[src/rtl/prog_fetch_pkg.sv]
// prog_fetch_pkg: shared defaults and types for the instruction-fetch stage.
//   ADDR_W_DEF / DATA_W_DEF   : default program address / instruction widths
//   STK_DEPTH_DEF             : default return-address stack depth
//   RST_VEC_DEF / INTR_VEC_DEF: reset and interrupt fetch addresses
//   next_sel_t                : source selector for the next fetch address
package prog_fetch_pkg;

  localparam int unsigned ADDR_W_DEF    = 10;
  localparam int unsigned DATA_W_DEF    = 18;
  localparam int unsigned STK_DEPTH_DEF = 8;
  localparam logic [9:0]  RST_VEC_DEF   = 10'h000;
  localparam logic [9:0]  INTR_VEC_DEF  = 10'h3FF;

  typedef enum logic [2:0] {
    SEL_HOLD,
    SEL_INC,
    SEL_JMP,
    SEL_CALL,
    SEL_RET,
    SEL_INTR
  } next_sel_t;

endpackage

[src/rtl/ret_addr_stack.sv]
// ret_addr_stack: LIFO of return addresses for the fetch unit.
//   clk, rst_n : clock, synchronous active-low reset (empties the stack)
//   push       : write push_data on top (ignored when full)
//   pop        : discard top entry (ignored when empty)
//   push_data  : address to push
//   top        : most recently pushed entry (meaningless when empty)
//   empty/full : occupancy status
module ret_addr_stack #(
  parameter int unsigned DEPTH = 8,
  parameter int unsigned WIDTH = 10
) (
  input  logic             clk,
  input  logic             rst_n,
  input  logic             push,
  input  logic             pop,
  input  logic [WIDTH-1:0] push_data,
  output logic [WIDTH-1:0] top,
  output logic             empty,
  output logic             full
);

  localparam int unsigned PtrW = $clog2(DEPTH);

  logic [WIDTH-1:0] mem [DEPTH];
  logic [PtrW:0]    cnt_q;
  logic [PtrW-1:0]  sp;

  // Low bits of the count index the next free slot; when full they wrap to 0,
  // so sp-1 still addresses the top entry.
  assign sp    = cnt_q[PtrW-1:0];
  assign empty = (cnt_q == '0);
  assign full  = (cnt_q == (PtrW+1)'(DEPTH));
  assign top   = mem[sp - 1'b1];

  always_ff @(posedge clk) begin
    if (!rst_n) begin
      cnt_q <= '0;
    end else if (push && !full) begin
      cnt_q <= cnt_q + 1'b1;
    end else if (pop && !empty) begin
      cnt_q <= cnt_q - 1'b1;
    end
  end

  always_ff @(posedge clk) begin
    if (push && !full) begin
      mem[sp] <= push_data;
    end
  end

endmodule

[src/rtl/prog_fetch_unit.sv]
// prog_fetch_unit: instruction-fetch stage in front of a registered program ROM.
//   CLK, RST_N       : clock, synchronous active-low reset
//   STALL            : hold the current instruction
//   JMP, CALL, RET   : redirect requests (RET > CALL > JMP)
//   JMP_ADDR         : jump / call target
//   PROG_ADDR        : combinational ROM address (next fetch)
//   PROG_IR          : ROM data for the previous PROG_ADDR
//   IR, IR_PC        : current instruction and its address
//   IR_VALID         : IR / IR_PC meaningful
//   STK_OVF, STK_UNF : sticky stack overflow / underflow flags
// Optional macro PROG_FETCH_INTR_VEC_EN adds INTR (top-priority vectored
// interrupt, pushes the interrupted pc) and INTR_ACK (1-cycle registered pulse).
module prog_fetch_unit
  import prog_fetch_pkg::*;
#(
  parameter int unsigned        ADDR_W    = ADDR_W_DEF,
  parameter int unsigned        DATA_W    = DATA_W_DEF,
  parameter int unsigned        STK_DEPTH = STK_DEPTH_DEF,
  parameter logic [ADDR_W-1:0]  RST_VEC   = ADDR_W'(RST_VEC_DEF),
  parameter logic [ADDR_W-1:0]  INTR_VEC  = ADDR_W'(INTR_VEC_DEF)
) (
  input  logic              CLK,
  input  logic              RST_N,
  input  logic              STALL,
  input  logic              JMP,
  input  logic              CALL,
  input  logic              RET,
`ifdef PROG_FETCH_INTR_VEC_EN
  input  logic              INTR,
  output logic              INTR_ACK,
`endif
  input  logic [ADDR_W-1:0] JMP_ADDR,
  output logic [ADDR_W-1:0] PROG_ADDR,
  input  logic [DATA_W-1:0] PROG_IR,
  output logic [DATA_W-1:0] IR,
  output logic [ADDR_W-1:0] IR_PC,
  output logic              IR_VALID,
  output logic              STK_OVF,
  output logic              STK_UNF
);

  next_sel_t         sel;
  logic [ADDR_W-1:0] pc_q, pc_inc, next_pc, push_data, stk_top;
  logic              ir_valid_q, ovf_q, unf_q;
  logic              stk_push, stk_pop, stk_empty, stk_full, intr_req;

`ifdef PROG_FETCH_INTR_VEC_EN
  assign intr_req = INTR;
`else
  assign intr_req = 1'b0;
`endif

  assign pc_inc = pc_q + 1'b1;  // wraps modulo 2**ADDR_W

  always_comb begin
    sel = SEL_HOLD;
    if (ir_valid_q && !STALL) begin
      if (intr_req)  sel = SEL_INTR;
      else if (RET)  sel = SEL_RET;
      else if (CALL) sel = SEL_CALL;
      else if (JMP)  sel = SEL_JMP;
      else           sel = SEL_INC;
    end
  end

  always_comb begin
    next_pc = pc_q;
    unique case (sel)
      SEL_HOLD: next_pc = pc_q;
      SEL_INC:  next_pc = pc_inc;
      SEL_JMP,
      SEL_CALL: next_pc = JMP_ADDR;
      SEL_RET:  next_pc = stk_empty ? pc_inc : stk_top;
      SEL_INTR: next_pc = INTR_VEC;
      default:  next_pc = pc_q;
    endcase
  end

  // Interrupts push the interrupted pc so it is re-fetched on return.
  assign push_data = (sel == SEL_INTR) ? pc_q : pc_inc;
  assign stk_push  = ((sel == SEL_CALL) || (sel == SEL_INTR)) && !stk_full;
  assign stk_pop   = (sel == SEL_RET) && !stk_empty;

  assign PROG_ADDR = RST_N ? next_pc : RST_VEC;
  assign IR        = PROG_IR;
  assign IR_PC     = pc_q;
  assign IR_VALID  = ir_valid_q;
  assign STK_OVF   = ovf_q;
  assign STK_UNF   = unf_q;

  always_ff @(posedge CLK) begin
    if (!RST_N) begin
      pc_q       <= RST_VEC;
      ir_valid_q <= 1'b0;
      ovf_q      <= 1'b0;
      unf_q      <= 1'b0;
    end else begin
      pc_q       <= next_pc;
      ir_valid_q <= 1'b1;
      if (((sel == SEL_CALL) || (sel == SEL_INTR)) && stk_full) ovf_q <= 1'b1;
      if ((sel == SEL_RET) && stk_empty)                         unf_q <= 1'b1;
    end
  end

`ifdef PROG_FETCH_INTR_VEC_EN
  logic intr_ack_q;
  always_ff @(posedge CLK) begin
    if (!RST_N) intr_ack_q <= 1'b0;
    else        intr_ack_q <= (sel == SEL_INTR);
  end
  assign INTR_ACK = intr_ack_q;
`endif

  ret_addr_stack #(
    .DEPTH (STK_DEPTH),
    .WIDTH (ADDR_W)
  ) u_stack (
    .clk       (CLK),
    .rst_n     (RST_N),
    .push      (stk_push),
    .pop       (stk_pop),
    .push_data (push_data),
    .top       (stk_top),
    .empty     (stk_empty),
    .full      (stk_full)
  );

endmodule

[config.mk]
export PLATFORM = sky130hd
export DESIGN_NAME = prog_fetch_unit
export DESIGN_NICKNAME = d
export VERILOG_FILES = /design/src/rtl/prog_fetch_pkg.sv /design/src/rtl/ret_addr_stack.sv /design/src/rtl/prog_fetch_unit.sv
export SDC_FILE = /design/constraint.sdc
export NUM_CORES = 1
export LEC_CHECK = 0
export ABC_CLOCK_PERIOD_IN_PS = 7990
export CAP_MARGIN = 10
export CORE_MARGIN = 3
export CORE_UTILIZATION = 49
export DETAILED_ROUTE_END_ITERATION = 12
export DONT_BUFFER_PORTS = 1
export HOLD_SLACK_MARGIN = 0.08
export PLACE_DENSITY = 0.61
export SKIP_CTS_REPAIR_TIMING = 1
export SLEW_MARGIN = 20
export SYNTH_ARGS = -nofsm -noshare
export SYNTH_HDL_FRONTEND = slang
export SYNTH_SLANG_ARGS = --single-unit
export TNS_END_PERCENT = 5
[constraint.sdc]
create_clock -name CLK -period 7.99 [get_ports CLK]
set_input_delay 1.598 -clock CLK [delete_from_list [all_inputs] [get_ports CLK]]
set_output_delay 1.598 -clock CLK [all_outputs]
set_load 0.005 [all_outputs]
After elaboration in Yosys (flattened, before gate mapping):

Memories as Yosys holds them, arrays and structs flattened.
Index checks and enable logic that the tools add are counted.
W data, S select, Z words.

* $add $sub $neg: 4
* equality and inequality tests: 6
* muxes and demuxes: 13
* reduce and logical (&&, ||, !) cells: 14

Operator list (count)
* $pmux W10 S4: 1
* $mux W10: 3
* $add A10 B1 Y10 const B: 1
* $mux W4: 2
* $logic_and A1 B1 Y1: 7
* $eq A3 B2 Y1 const B: 2
* $eq A3 B3 Y1 const B: 2
* $mux W3: 2
* $add A4 B1 Y4 const B: 1
* $eq A4 B4 Y1 const B: 1
* $logic_not A4 Y1: 1
* $mux W2: 2
* $sub A4 B1 Y4 const B: 1
* $eq A3 B1 Y1 const B: 1
* $logic_not A1 Y1: 3
* $mux W1: 3
* $sub A3 B1 Y3 const B: 1
* $reduce_bool A2 Y1: 1
* $reduce_or A2 Y1: 1
* $logic_or A1 B1 Y1: 1

* bits in registers: 17
* memory bits (writable): 80
* output and inout bits: 41
* logic and storage cells: 43
* memories kept: 1

Memories
* u_stack.mem: words 8, bits a word 10, read ports 1, clocked after Yosys merged registers in 0, wr ports 1, line ret_addr_stack.sv:24 `logic [WIDTH-1:0] mem [DEPTH];`

Longest topological paths before layout:

* depth after elaboration: 10
* mapped depth: 12
* gate-level depth less buffers: 10

Hierarchy:

From an unflattened synthesis, not the netlist that was laid out.

* cells, all modules: 278
* area total of the unflattened synthesis: 4374.2 µm²

By module, submodules not included
* ret_addr_stack: instances 1, cells an instance 164, area an instance 3422.0 µm²
* prog_fetch_unit: instances 1, cells an instance 114, area an instance 952.2 µm²

Worst setup path after synthesis:

No wires, ideal clock.

* path kind: input port to output port
* start: input port STALL
* end: output port PROG_ADDR[0]
* arrival time: 2.547 ns
* data required time: 6.392 ns
* path slack: 3.845 ns
* stages on the path: 5
* path buffers: 1
* path through: nor2b_1 -> and3_1 -> clkbuf_1 -> a222oi_1 -> a21oi_1

* longest elaborated chain between the ends: 7
* elaborated cells on any way between the ends: 11

Ends and longest elaborated chain
* start: declaration: line prog_fetch_unit.sv:24 `input logic STALL,`
* $logic_not A1 Y1 *: line prog_fetch_unit.sv:57 `if (ir_valid_q && !STALL) begin`
* $logic_and A1 B1 Y1 *: line prog_fetch_unit.sv:57
* $mux W3 *: line prog_fetch_unit.sv:57
* $eq A3 B2 Y1: line prog_fetch_unit.sv:68 `unique case (sel)`
* $reduce_or A2 Y1: line prog_fetch_unit.sv:68
* $pmux W10 S4 *: line prog_fetch_unit.sv:68
* $mux W10 *
* end: declaration: line prog_fetch_unit.sv:33 `output logic [ADDR_W-1:0] PROG_ADDR,`

Every way passes the cells marked *; elsewhere a longest branch is shown, timed or not.

Worst setup path after layout:

* start: register u_stack.cnt_q[0]
* end: output port PROG_ADDR[0]

* longest elaborated chain between the ends: 5
* elaborated cells on any way between the ends: 6

Ends and longest elaborated chain
* start: declaration: line ret_addr_stack.sv:25 `logic [PtrW:0] cnt_q;`
* start signal: assignment: line ret_addr_stack.sv:39 `cnt_q <= cnt_q + 1'b1;`
* start signal: assignment: line ret_addr_stack.sv:41 `cnt_q <= cnt_q - 1'b1;`
* $sub A3 B1 Y3: line ret_addr_stack.sv:33 `assign top = mem[sp - 1'b1];`
* $mem_v2 Z8 W10
* $mux W10 *: line prog_fetch_unit.sv:73 `SEL_RET: next_pc = stk_empty ? pc_inc : stk_top;`
* $pmux W10 S4 *: line prog_fetch_unit.sv:68
* $mux W10 *

Marks and branches as above.

==> results.md <==
- Endpoint type of the worst setup path: output pin
- Yosys warnings: 0
- Clock skew: 0.008051 ns
- Top cell type by total area after synthesis: edfxtp_1
- Main area contributors after synthesis: edfxtp_1, mux4_2, dfxtp_1, buf_4, mux2_2
- Antenna violations before repair: 0
- Mean routed wirelength per cell: 21.77 um
- Mapped Area: 0.004208 sq mm
- Distinct cell type count of the synthesized netlist: 39
- Crit. Startpoint: u_stack.cnt_q[0]
- Fraction of registers with async set or reset after synthesis: 0%
- Type of the worst setup path: reg2out
- Antenna cell count: 0
- Synthesized flop and latch total: 97
- Syn Inst Count: 274
- Ordered list of cells on the worst path: buf_4 -> inv_1 -> ha_1 -> mux4_1 -> mux2_2 -> a222oi_1 -> a21oi_1
- Transition time of the tightest slew-check pin: 0.8511 ns
- Register area: 0.002743 sq mm
- Die Y: 98.67 um
- Final weighted congestion of routability-driven global placement: 0.7550
- Final max-slew violation count: 0
- Die X: 98.67 um
- Clock-pin slew on the worst setup and hold paths: 0.09 ns
- DRC violation total after the first TritonRoute iteration: 141
- Cell with the biggest individual delay on the critical path: ha_1
- IO Port Bufs: 0
- Final worst-path cycle share: 60.37%
- Inserted Clock Buffers: 9
- Synthesized net count: 313
- Placement row count: 33
- Cell area after layout: 0.004402 sq mm
- Launching element type of the critical path: register
- Total number of vias: 2245
- Average size of a mapped cell: 15.36 sq um
- DP Wirelength: 5349 um
- Largest net degree at the start of global routing: 26
- Effective utilization at floorplan: 50.95%
- RSZ-0062 raised after global routing: false
- Area post-placement: 0.004179 sq mm
- Bufs on Longest Clock Path: 2
- Power density over the cells: 226.6 mW/mm^2
- Result of the run: complete, no violations
- Area growth from synthesis to final layout: 4.609%
- Antenna Nets Post-Route: 0
- Ports: 75
- Hold path startpoint: STK_UNF
- Clock root buffer: clkbuf_8
- Core Area: 0.008258 sq mm
- Net count, final: 298
- First-pass GRT wire length: 12600 um
- Routed via count divided by cell count: 6.084
- Number of sinks driven by the clock tree: 97
- Number of enable flip-flop cells after synthesis: 80
- Fillcell total: 685
- FF-to-FF Start: u_stack.cnt_q[0]
- Number of remaining DRC errors: 0
- Total Neg Setup Slack: 0 ns
- CTS tree: yes
- Aggregate routed wire length: 8032 um
- Largest stage delay, worst path: 0.87 ns
- Via count of the first global-routing pass: 2333
- Sequential element share of the synthesized area: 65.18%
- Data arrival time of the critical path: 3.23 ns
- Depth of the CTS H-tree: 3
- Worst hold-check path type: reg2reg
- Fraction of synthesized cell area taken by the top area cell type: 57.09%
- Overflow left after global routing: 0
- Largest vdd supply drop: 91.84 uV
- Footprint of the multi-input gates: 0.001265 sq mm
- Final count of hold timing violations: 0
- Final setup violating endpoints: 0
- Worst-case headroom to the max-slew limit: 43.26%
- Clock insertion delay at the later pin of the skew report: 0.35 ns
- Share of final-layout standard cells stronger than drive strength 1: 19.32%
- Leakage power summed over all cells: 1.402 nW
- Critical-path maximum fanout: 25
- Number of max-cap violations: 0
- Crit path time final: 4.824 ns
- Die Footprint: 0.009735 sq mm
- Total global routing track utilization: 17.49%
- Leading register cell type out of synthesis: edfxtp_1
- Worst endpoint required time: 6.39 ns
- Number of iterations in the first detailed-routing pass: 4
- Achievable frequency: 207.3 MHz
==> final cells by class <==
class                           count  share of cell area (%)
Inverter                            6                  0.5117
Tap cell                          105                   2.985
Clock inverter                      6                   1.876
Multi-Input combinational cell    141                   28.74
Timing Repair Buffer                4                  0.6822
Clock buffer                       10                   2.899
Sequential cell                    97                   62.31
==> path summary, 6_finish.rpt <==
kind                            slack, ns            to  cells past startpoint
worst max register to register       4.94      IR_PC[0]                      7
worst min register to register       0.52       STK_UNF                      2
worst min-delay path                 0.52       STK_UNF                      2
worst max-delay path                 3.17  PROG_ADDR[0]                      7
==> per-layer routing <==
layer	up-vias	global-route usage [%]	share of wire, %
met5	-	0	0
met4	0	6.618	1.1
met3	6	4.812	8.9
met2	103	25.79	45
met1	1122	25.05	44
li1	1014	-	-
==> logic make-up after synthesis <==
kind of cell / Yosys count / synth area share [%]
compound gates: 39 / 5.799
fa+ha+maj: 5 / 1.665
buf+inv: 36 / 5.114
xor+xnor: 12 / 2.498
flops: 97 / 65.18
simple gates: 54 / 6.066
mux: 31 / 13.68
==> flip-flops by register name, summed over array words and instances (netlist names) <==
register	count
u_stack.cnt_q	4
u_stack.mem	80
IR_VALID	1
STK_OVF	1
STK_UNF	1
IR_PC	10
==> synthesized netlist by cell type, types with 6 or more instances <==
master    number
edfxtp_1      80
mux4_2        19
nand2_1       19
buf_4         18
dfxtp_1       17
nor2_1        15
a21oi_1       13
o21ai_0       11
mux2_2         9
xnor2_1        9
a221oi_1       8
clkbuf_1       6
inv_1          6
==> stage by stage <==
stage	utilization [%]	worst slack, ns	instances	total power, W	hold slack, ns
after CTS	53.15	3.064	369	0.001006	0.5350
after floorplan	-	3.845	274	0.0006586	0.4605
after detailed placement	50.61	3.341	353	0.0006781	0.4991
final	53.30	3.166	369	0.0009976	0.5213
after global placement	50.58	3.387	353	0.0006775	0.5100
after global routing	53.30	2.835	369	0.001037	0.5704
==> cells in the final DEF (no fill, tap or decap), drive strengths merged, types with 9 or more instances in the layout <==
master	count
mux2	9
dfxtp	17
mux4	20
o21ai	11
nor2	15
a21oi	13
clkbuf	10
nand2	19
edfxtp	80
xnor2	9
==> worst max-delay path: cells and delay by family, from the launching register on <==
kind | cells | cell delay (ns)
AO/OA/AOI/OAI | 2 | 0.45
adder cells (fa/ha/maj) | 1 | 0.87
buffers and inverters | 2 | 0.51
flip-flops | 1 | 0.32
multiplexers | 2 | 0.71
==> where the power goes <==
part / leakage, nW / internal (W) / total (W) / switching [W]
clock: 0.0976 / 0.000174 / 0.000331 / 0.000157
combinational: 0.429 / 0.0000432 / 0.000101 / 0.0000575
sequential: 0.876 / 0.000556 / 0.000566 / 0.00000927
total: 1.40 / 0.000774 / 0.000998 / 0.000224
No activity file was read; power rests on OpenSTA's default activity.
